--- src/rtl/fp_compare_pipe.sv ---
// Pipelined IEEE 754 compare / minimumNumber / maximumNumber unit.
// The operands are decoded at the input, the magnitude compare is split into halves, and the result is registered at the end.
module fp_compare_pipe #(
  parameter int FPWID  = 80,
  parameter int EXPWID = 15,
  parameter int FMWID  = 64,
  parameter int QBIT   = 62,
  parameter int STAGES = 2,
  parameter int TAGW   = 8
) (
  input  logic             clk,
  input  logic             rst,
  input  logic             in_valid,
  output logic             in_ready,
  input  logic [1:0]       op,
  input  logic [FPWID-1:0] a,
  input  logic [FPWID-1:0] b,
  input  logic [TAGW-1:0]  tag,
  output logic             out_valid,
  input  logic             out_ready,
  output logic [FPWID-1:0] o,
  output logic [TAGW-1:0]  o_tag,
  output logic             nan,
  output logic             snan,
  output logic             inf,
  input  logic             clr_flags,
  output logic             invalid_sticky
);

  localparam int MW = EXPWID + FMWID;
  localparam int LW = MW / 2;

  typedef struct packed {
    logic [FPWID-1:0] a;
    logic [FPWID-1:0] b;
    logic [1:0]       op;
    logic [TAGW-1:0]  tag;
    logic             nan_a;
    logic             nan_b;
    logic             snan;
    logic             inf_a;
    logic             inf_b;
    logic             zero_a;
    logic             zero_b;
  } dec_t;

  typedef struct packed {
    dec_t d;
    logic hi_lt;
    logic hi_eq;
    logic lo_lt;
    logic lo_eq;
  } cmp_t;

  // Valid/ready: a beat moves on a cycle where valid and ready are both high; the
  // whole pipe stalls only while a result sits unaccepted at the output.
  logic             w_adv;
  logic             w_acc;
  logic             w_exp1_a, w_exp1_b, w_manz_a, w_manz_b;
  logic             w_nan_a, w_nan_b;
  dec_t             w_d0, w_d1;
  cmp_t             w_c1, w_c2;
  logic             w_v1, w_v2;
  logic             w_mag_lt, w_mag_eq, w_mag_gt;
  logic             w_sa, w_sb, w_unord, w_eq, w_lt;
  logic             w_a_first, w_b_first;
  logic [FPWID-1:0] w_qnan, w_res;
  logic             r_out_valid, r_nan, r_snan, r_inf, r_sticky;
  logic [FPWID-1:0] r_o;
  logic [TAGW-1:0]  r_tag;

  assign w_adv    = !(r_out_valid && !out_ready);
  assign in_ready = w_adv;
  assign w_acc    = in_valid && w_adv;

  assign w_exp1_a = &a[FPWID-2:FMWID];
  assign w_exp1_b = &b[FPWID-2:FMWID];
  assign w_manz_a = ~|a[FMWID-1:0];
  assign w_manz_b = ~|b[FMWID-1:0];
  assign w_nan_a  = w_exp1_a && !w_manz_a;
  assign w_nan_b  = w_exp1_b && !w_manz_b;

  always_comb begin
    w_d0        = '0;
    w_d0.a      = a;
    w_d0.b      = b;
    w_d0.op     = op;
    w_d0.tag    = tag;
    w_d0.nan_a  = w_nan_a;
    w_d0.nan_b  = w_nan_b;
    w_d0.snan   = (w_nan_a && !a[QBIT]) || (w_nan_b && !b[QBIT]);
    w_d0.inf_a  = w_exp1_a && w_manz_a;
    w_d0.inf_b  = w_exp1_b && w_manz_b;
    w_d0.zero_a = ~|a[FPWID-2:0];
    w_d0.zero_b = ~|b[FPWID-2:0];
  end

  generate
    if (STAGES >= 2) begin : g_s1
      dec_t r_d1;
      logic r_v1;
      always_ff @(posedge clk) begin
        if (rst) begin
          r_v1 <= 1'b0;
          r_d1 <= '0;
        end else if (w_adv) begin
          r_v1 <= w_acc;
          if (w_acc) r_d1 <= w_d0;
        end
      end
      assign w_d1 = r_d1;
      assign w_v1 = r_v1;
    end else begin : g_s1_pass
      assign w_d1 = w_d0;
      assign w_v1 = w_acc;
    end
  endgenerate

  // {exp, man} is compared as two unsigned halves so a 3-stage build can register between them.
  always_comb begin
    w_c1       = '0;
    w_c1.d     = w_d1;
    w_c1.hi_lt = w_d1.a[MW-1:LW] < w_d1.b[MW-1:LW];
    w_c1.hi_eq = w_d1.a[MW-1:LW] == w_d1.b[MW-1:LW];
    w_c1.lo_lt = w_d1.a[LW-1:0] < w_d1.b[LW-1:0];
    w_c1.lo_eq = w_d1.a[LW-1:0] == w_d1.b[LW-1:0];
  end

  generate
    if (STAGES >= 3) begin : g_s2
      cmp_t r_c2;
      logic r_v2;
      always_ff @(posedge clk) begin
        if (rst) begin
          r_v2 <= 1'b0;
          r_c2 <= '0;
        end else if (w_adv) begin
          r_v2 <= w_v1;
          if (w_v1) r_c2 <= w_c1;
        end
      end
      assign w_c2 = r_c2;
      assign w_v2 = r_v2;
    end else begin : g_s2_pass
      assign w_c2 = w_c1;
      assign w_v2 = w_v1;
    end
  endgenerate

  assign w_mag_eq  = w_c2.hi_eq && w_c2.lo_eq;
  assign w_mag_lt  = w_c2.hi_lt || (w_c2.hi_eq && w_c2.lo_lt);
  assign w_mag_gt  = !w_mag_lt && !w_mag_eq;
  assign w_sa      = w_c2.d.a[FPWID-1];
  assign w_sb      = w_c2.d.b[FPWID-1];
  assign w_unord   = w_c2.d.nan_a || w_c2.d.nan_b;
  assign w_eq      = !w_unord && ((w_c2.d.zero_a && w_c2.d.zero_b) || ((w_sa == w_sb) && w_mag_eq));
  // Sign-aware ordering in which -0 sorts below +0; used by both lt and min/max.
  assign w_a_first = (w_sa != w_sb) ? w_sa : (w_sa ? w_mag_gt : w_mag_lt);
  assign w_b_first = (w_sa != w_sb) ? w_sb : (w_sa ? w_mag_lt : w_mag_gt);
  assign w_lt      = !w_unord && !w_eq && w_a_first;

  always_comb begin
    w_qnan                   = '0;
    w_qnan[FPWID-2:FMWID]    = '1;
    w_qnan[QBIT]             = 1'b1;
    if (FMWID == 64) w_qnan[FMWID-1] = 1'b1;
  end

  always_comb begin
    w_res = '0;
    case (w_c2.d.op)
      2'd1: begin
        if (w_c2.d.nan_a && w_c2.d.nan_b) w_res = w_qnan;
        else if (w_c2.d.nan_a)            w_res = w_c2.d.b;
        else if (w_c2.d.nan_b)            w_res = w_c2.d.a;
        else                              w_res = w_b_first ? w_c2.d.b : w_c2.d.a;
      end
      2'd2: begin
        if (w_c2.d.nan_a && w_c2.d.nan_b) w_res = w_qnan;
        else if (w_c2.d.nan_a)            w_res = w_c2.d.b;
        else if (w_c2.d.nan_b)            w_res = w_c2.d.a;
        else                              w_res = w_a_first ? w_c2.d.b : w_c2.d.a;
      end
      default: begin
        w_res[0]  = w_eq;
        w_res[1]  = w_lt;
        w_res[2]  = w_lt || w_eq;
        w_res[3]  = w_mag_lt;
        w_res[4]  = w_unord;
        w_res[8]  = !w_eq;
        w_res[9]  = !w_lt;
        w_res[10] = !(w_lt || w_eq);
        w_res[11] = !w_mag_lt;
        w_res[12] = !w_unord;
      end
    endcase
  end

  always_ff @(posedge clk) begin
    if (rst) begin
      r_out_valid <= 1'b0;
      r_o         <= '0;
      r_tag       <= '0;
      r_nan       <= 1'b0;
      r_snan      <= 1'b0;
      r_inf       <= 1'b0;
    end else if (w_adv) begin
      r_out_valid <= w_v2;
      if (w_v2) begin
        r_o    <= w_res;
        r_tag  <= w_c2.d.tag;
        r_nan  <= w_unord || (w_c2.d.inf_a && w_c2.d.inf_b);
        r_snan <= w_c2.d.snan;
        r_inf  <= w_c2.d.inf_a || w_c2.d.inf_b;
      end
    end
  end

  // Set on a delivered sNaN result takes priority over a same-cycle clear.
  always_ff @(posedge clk) begin
    if (rst)                                    r_sticky <= 1'b0;
    else if (r_out_valid && out_ready && r_snan) r_sticky <= 1'b1;
    else if (clr_flags)                         r_sticky <= 1'b0;
  end

  assign out_valid      = r_out_valid;
  assign o              = r_o;
  assign o_tag          = r_tag;
  assign nan            = r_nan;
  assign snan           = r_snan;
  assign inf            = r_inf;
  assign invalid_sticky = r_sticky;

endmodule
--- config.mk ---
export PLATFORM = sky130hd
export DESIGN_NAME = fp_compare_pipe
export DESIGN_NICKNAME = d
export VERILOG_FILES = /design/src/rtl/fp_compare_pipe.sv
export SDC_FILE = /design/constraint.sdc
export NUM_CORES = 1
export LEC_CHECK = 0
export BUFFER_PORTS_ARGS = -buffer_cell sky130_fd_sc_hd__buf_2
export CAP_MARGIN = 0
export CORE_MARGIN = 3
export CORE_UTILIZATION = 30
export DETAILED_ROUTE_END_ITERATION = 8
export GPL_ROUTABILITY_DRIVEN = 0
export HOLD_SLACK_MARGIN = 0.06
export MAX_ROUTING_LAYER = met4
export SLEW_MARGIN = 15
export SYNTH_ARGS = -nofsm -noshare
export SYNTH_HDL_FRONTEND = slang
export SYNTH_SLANG_ARGS = --single-unit
--- constraint.sdc ---
create_clock -name clk -period 4.01 [get_ports clk]
set_clock_uncertainty 0.2 [all_clocks]
set_input_delay 0.802 -clock clk [delete_from_list [all_inputs] [get_ports clk]]
set_output_delay 0.802 -clock clk [all_outputs]
set_load 0.01 [all_outputs]
### Word-level counts from Yosys, hierarchy flattened

Cells that the tools add are included.

| operators by class | value |
|---|---|
| equal/unequal tests | 6 |
| reductions and logical operators | 50 |
| mux-type cells | 18 |
| bitwise logic cells | 1 |
| magnitude comparators | 2 |

Operators by type and width:

| kind | number |
|---|---|
| 80-bit 2-to-1 mux | 8 |
| 79-bit OR reduction | 2 |
| 67-bit case mux with 2 select lines | 1 |
| 64-bit OR reduction | 2 |
| 40-bit equality test | 1 |
| 40-bit < comparator | 1 |
| 39-bit equality test | 1 |
| 39-bit < comparator | 1 |
| 15-bit AND reduction | 2 |
| 1-bit logical AND | 20 |
| 5-bit case mux with 2 select lines | 2 |
| 1-bit logical NOT | 14 |
| 1-bit logical OR | 7 |
| 1-bit 2-to-1 mux | 6 |
| 3-bit case mux with 2 select lines | 1 |
| 2-bit AND reduction | 2 |
| 2-bit by 1-bit equality test with 1-bit output (second input constant) | 1 |
| 2-bit equality test (second input constant) | 1 |
| 2-bit nonzero test | 1 |
| 1-bit equality test | 1 |
| 1-bit inequality test | 1 |
| 1-bit NOT | 1 |

| word-level totals | value |
|---|---|
| logic and storage cells | 96 |
| register bits | 271 |
| input bits | 175 |

### Longest topological paths before layout

| depth | value |
|---|---|
| depth in word-level cells | 12 |
| depth in mapped cells | 14 |
| depth with buffers taken out | 11 |

### Worst setup path before layout

No wires, ideal clock.

| timing path | value |
|---|---|
| path kind | register -> register |
| start point | register g_s1.r_d1[54] in the netlist's numbering |
| end point | register r_o[62] (netlist: o[62]) |
| cell stages (with the launch flop) | 14 |
| arrival time | 3.197 ns |
| clock period less this slack | 3.518 ns |
| slack | 0.492 ns |
| buffers on the path | 3 |
| path through | dfxtp_1 inv_1 ha_1 nand4_1 nor4_4 nor3b_2 a2111oi_4 or4_1 and4_4 o2111a_1 buf_6 buf_6 buf_6 a221o_1 |

| on the way | value |
|---|---|
| word-level cells in the longest chain between the ends | 12 |
| elaborated cells between the ends (all ways) | 21 |
| classes of those cells | order compare (1); eq/ne (1); mux (13); reduce/logical (6) |

RTL lines:

| element | line | RTL |
|---|---|---|
| start, declared | 100 | `dec_t r_d1;` |
| start signal, assigned | 108 | `if (w_acc) r_d1 <= w_d0;` |
| 39-bit < comparator | 125 | `w_c1.lo_lt = w_d1.a[LW-1:0] < w_d1.b[LW-1:0];` |
| 1-bit logical AND | 151 | `assign w_mag_lt = w_c2.hi_lt \|\| (w_c2.hi_eq && w_c2.lo_lt);` |
| 1-bit logical OR | 151 |  |
| 1-bit logical NOT | 152 | `assign w_mag_gt = !w_mag_lt && !w_mag_eq;` |
| 1-bit logical AND | 152 |  |
| 1-bit 2-to-1 mux, on equally long branches (2 in series) | 158, 159 |  |
| 80-bit 2-to-1 mux, on equally long branches | 182, 176 |  |
| 80-bit 2-to-1 mux, on equally long branches | 181, 175 |  |
| 80-bit 2-to-1 mux, on equally long branches | 180, 174 |  |
| 80-bit 2-to-1 mux, on equally long branches | 179, 173 |  |
| 67-bit case mux with 2 select lines * | 171 | `case (w_c2.d.op)` |
| end signal, assigned | 210 | `r_o <= w_res;` |
| end, declared | 69 | `logic [FPWID-1:0] r_o;` |

Every way passes the cells marked *; elsewhere a longest branch is shown, timed or not.
A chain may end at the register's enable or synchronous reset.

### Final worst setup path

| timing path | value |
|---|---|
| start point | register g_s1.r_d1[93] in the netlist's numbering |
| end point | register r_o[71] (netlist: o[71]) |

| on the way | value |
|---|---|
| word-level cells in the longest chain between the ends | 12 |
| elaborated cells between the ends (all ways) | 21 |
| classes of those cells | order compare (1); eq/ne (1); mux (13); reduce/logical (6) |

RTL lines:

| element | line |
|---|---|
| branches (longest 11 deep; another with 40-bit < comparator) | - |
| 67-bit case mux with 2 select lines * | 171 |

Every way passes the cells marked *.

==> reports/metrics.csv <==
stage,metric,value,unit
outcome,outcome,completed,
global_route,grt_pass1_vias,11800,
logic_synthesis,ys_ff_latch,271,
logic_synthesis,yosys_warnings,0,
sta,worstMarginPinSlew,849,ps
sta,tns,0,ps
cts,holdBufCountCts,0,
route,detail-route-antenna-nets,0,
min_path,hp-start,o_tag[0],
logic_synthesis,yosys.area.top_type,dfxtp_1,
power,cellPowerDensity,438,nW/µm²
logic_synthesis,avgSynthCellArea,8.01,µm²
sta,finalHoldViolCount,0,
min_path,hold_end,o_tag[0],
cts,clk_pin_slew,60,ps
layout,stdcell_count,2380,
power,p_sw,1.88,mW
layout,drive_above_1_share,0.204,
cts,cts_inserted_buffers,34,
sta,finalCritPeriodShare,0.955,
floorplan,die_area,44800,µm²
layout,area_delta_synth_final,25.5,%
place,placed_cells,2313,
layout,fin_nets,2077,
cts,cts_tree,built,
place,post-place-ws,-166,ps
power,pwr-share-comb,0.127,
power,pwr-share-seq,0.416,
logic_synthesis,synth_edf_count,0,
critical_path,cp_max_fo,46,
critical_path,end_kind,flip-flop,
global_route,grt_usage,0.204,
critical_path,rr_startpoint,g_s1.r_d1[93],
logic_synthesis,synth_area_leaders,"dfxtp_1 43%, nand2_1 12%, a21oi_1 9.1%",
global_route,grt_max_degree,157,
layout,seq_area,5430,µm²
logic_synthesis,ys_async_sr_fraction,0,
layout,multi_input_area,6640,µm²
cts,h-tree-depth,2,
power,peakVddDrop,0.000237,V
power,total_power,6.98,mW
cts,clockBufferDepth,3,
critical_path,rr_worst_depth,13,
layout,fill_cells,4278,
global_route,antenna_found_initial,4,
sta,min_period,3830,ps
critical_path,r2r-end,o[71],
logic_synthesis,syn_inst,1584,
global_route,grt_pass1_wl,69.0,mm
critical_path,worstPathRequired,4220,ps
floorplan,core-area,41300,µm²
critical_path,start_kind,flip-flop,
place,hpwlAfterDp,32.6,mm
sta,fmax,261,MHz
route,dr.pass1.iters,8,
logic_synthesis,syn_nets,1842,
global_route,overflow,0,
floorplan,die_x,212,µm
logic_synthesis,synth_top_area_share,0.427,
sta,max-slew-margin-rel,0.429,
logic_synthesis,ys.flop_type,dfxtp_1,
logic_synthesis,ys_seq_area_frac,0.427,
route,dr_total_vias,12300,
min_path,hold_depth,2,
floorplan,fp-row-count,74,
sta,final-setup-viol-count,0,
logic_synthesis,synth.cell_area,12700,µm²
run,drv_cap,0,
cts,cts.root.buffer_cell,clkbuf_16,
route,drt-total-wl,45.2,mm
power,power_leakage,6.68,nW
floorplan,die_h,212,µm
cts,cts_sinks,271,
route,viasPerCell,5.18,
route,drc,0,
min_path,hp-class,reg2reg,
cts,clk_latency,530,ps
sta,fin_hold_ws,250,ps
logic_synthesis,synthTopCellsByCount,"394 x nand2_1, 271 x dfxtp_1, 231 x a21oi_1",
logic_synthesis,yosysUniqueCellTypes,52,
place,portBuffers,268,
route,wl_per_cell,19.0,µm
floorplan,start_util,0.307,
power,p_int,5.11,mW
sta,drv_slew,0,
critical_path,critPathKind,reg2reg,
floorplan,io_pins,269,
power,p_sw_frac,0.269,
critical_path,reg2reg_slack,180,ps
logic_synthesis,yosys.cell_count.top_type,nand2_1,
critical_path,crit_arrival,4040,ps
sta,layout_setup_ws,180,ps
power,clkPwrFrac,0.456,
route,drtIter0Drc,946,
cells in the final DEF (no fill, tap or decap), types with 4 or more instances in the layout:
cell and count:
clkbuf_8 5, o211ai_1 15, nor3_1 10, diode_2 4, ha_1 79, a31oi_1 4
nand4_1 36, a221o_1 69, inv_1 92, buf_4 21, nand2b_1 4, nor2_1 56
nand2_1 393, a311oi_1 5, ha_4 4, dfxtp_1 269, nand3_1 22, clkbuf_16 37
and2_1 70, clkbuf_1 10, nor4_1 43, buf_12 9, o2111ai_1 6, o21ai_0 20
a21oi_1 230, clkinv_2 4, buf_2 267
per-stage QoR:
step           cell area, µm²  utilization
4_1_cts                 15800        0.383
3_5_place_dp            14600        0.354
2_1_floorplan           12700            -
5_1_grt                 15900        0.386
3_3_place_gp            14600        0.354
6_report                15900        0.386
cell families after synthesis:
family                   share of synthesized area
AND/OR/NAND/NOR                              0.238
flip-flops                                   0.427
buffers and inverters                       0.0595
adder cells (fa/ha/maj)                     0.0818
AO/OA/AOI/OAI                                0.193
power groups by stage:
| stage | Sequential (mW) | Clock (mW) | Combinational, mW |
|---|---|---|---|
| floorplan | 2.94 | 0 | 0.514 |
| global placement | 2.96 | 0 | 0.843 |
| detailed placement | 2.96 | 0 | 0.854 |
| CTS | 2.90 | 3.27 | 0.872 |
| global route | 2.92 | 3.38 | 0.999 |
| finish | 2.91 | 3.19 | 0.890 |
sequential cells by signal (all words and copies together) (netlist names):
signal and flops:
inf 1, g_s1.r_v1 1, snan 1, invalid_sticky 1
g_s1.r_d1 177, o_tag 8, out_valid 1, nan 1
o 80
cell type report:
cell class                 instances  share of cell area
multi-input combinational       1122               0.417
sequential                       271               0.341
timing repair buffer             298               0.106
clock buffer                      52              0.0648
tap                              532              0.0418
inverter                          92              0.0217
clock inverter                     9             0.00793
antenna                            4            0.000628
critical path, cell delays in order (launching register included):
cell	delay [ps]
dfxtp_1	370
inv_1	60
ha_1	290
nand4_1	270
nor4_4	230
buf_4	180
nand2_1	50
a31oi_1	250
nor3_2	140
or4_1	550
and4_4	210
o2111a_2	290
buf_12	190
a221o_1	380
layer usage:
metal  global-route usage  share of wire
met5                    -              0
met4               0.0443          0.017
met3               0.0412          0.067
met2                0.325           0.47
met1                0.268           0.45
timing repair:
item                       in CTS  in global routing
setup buffers                   2                  0
pin swaps                       2                  2
setup endpoints to repair      70                 71
gates resized for setup         5                 12
how the worst max path moves through the flow:
stage                        from  endpoint  slack [ps]  cells after the start
floorplan           g_s1.r_d1[54]     o[62]         490                     13
global placement    g_s1.r_d1[87]     o[68]        -140                     12
detailed placement  g_s1.r_d1[86]     o[56]        -170                     12
CTS                 g_s1.r_d1[79]     o[66]          20                     13
global route        g_s1.r_d1[75]     o[72]          -2                     13
finish              g_s1.r_d1[93]     o[71]         180                     13
No activity file was read; power rests on OpenSTA's default activity.
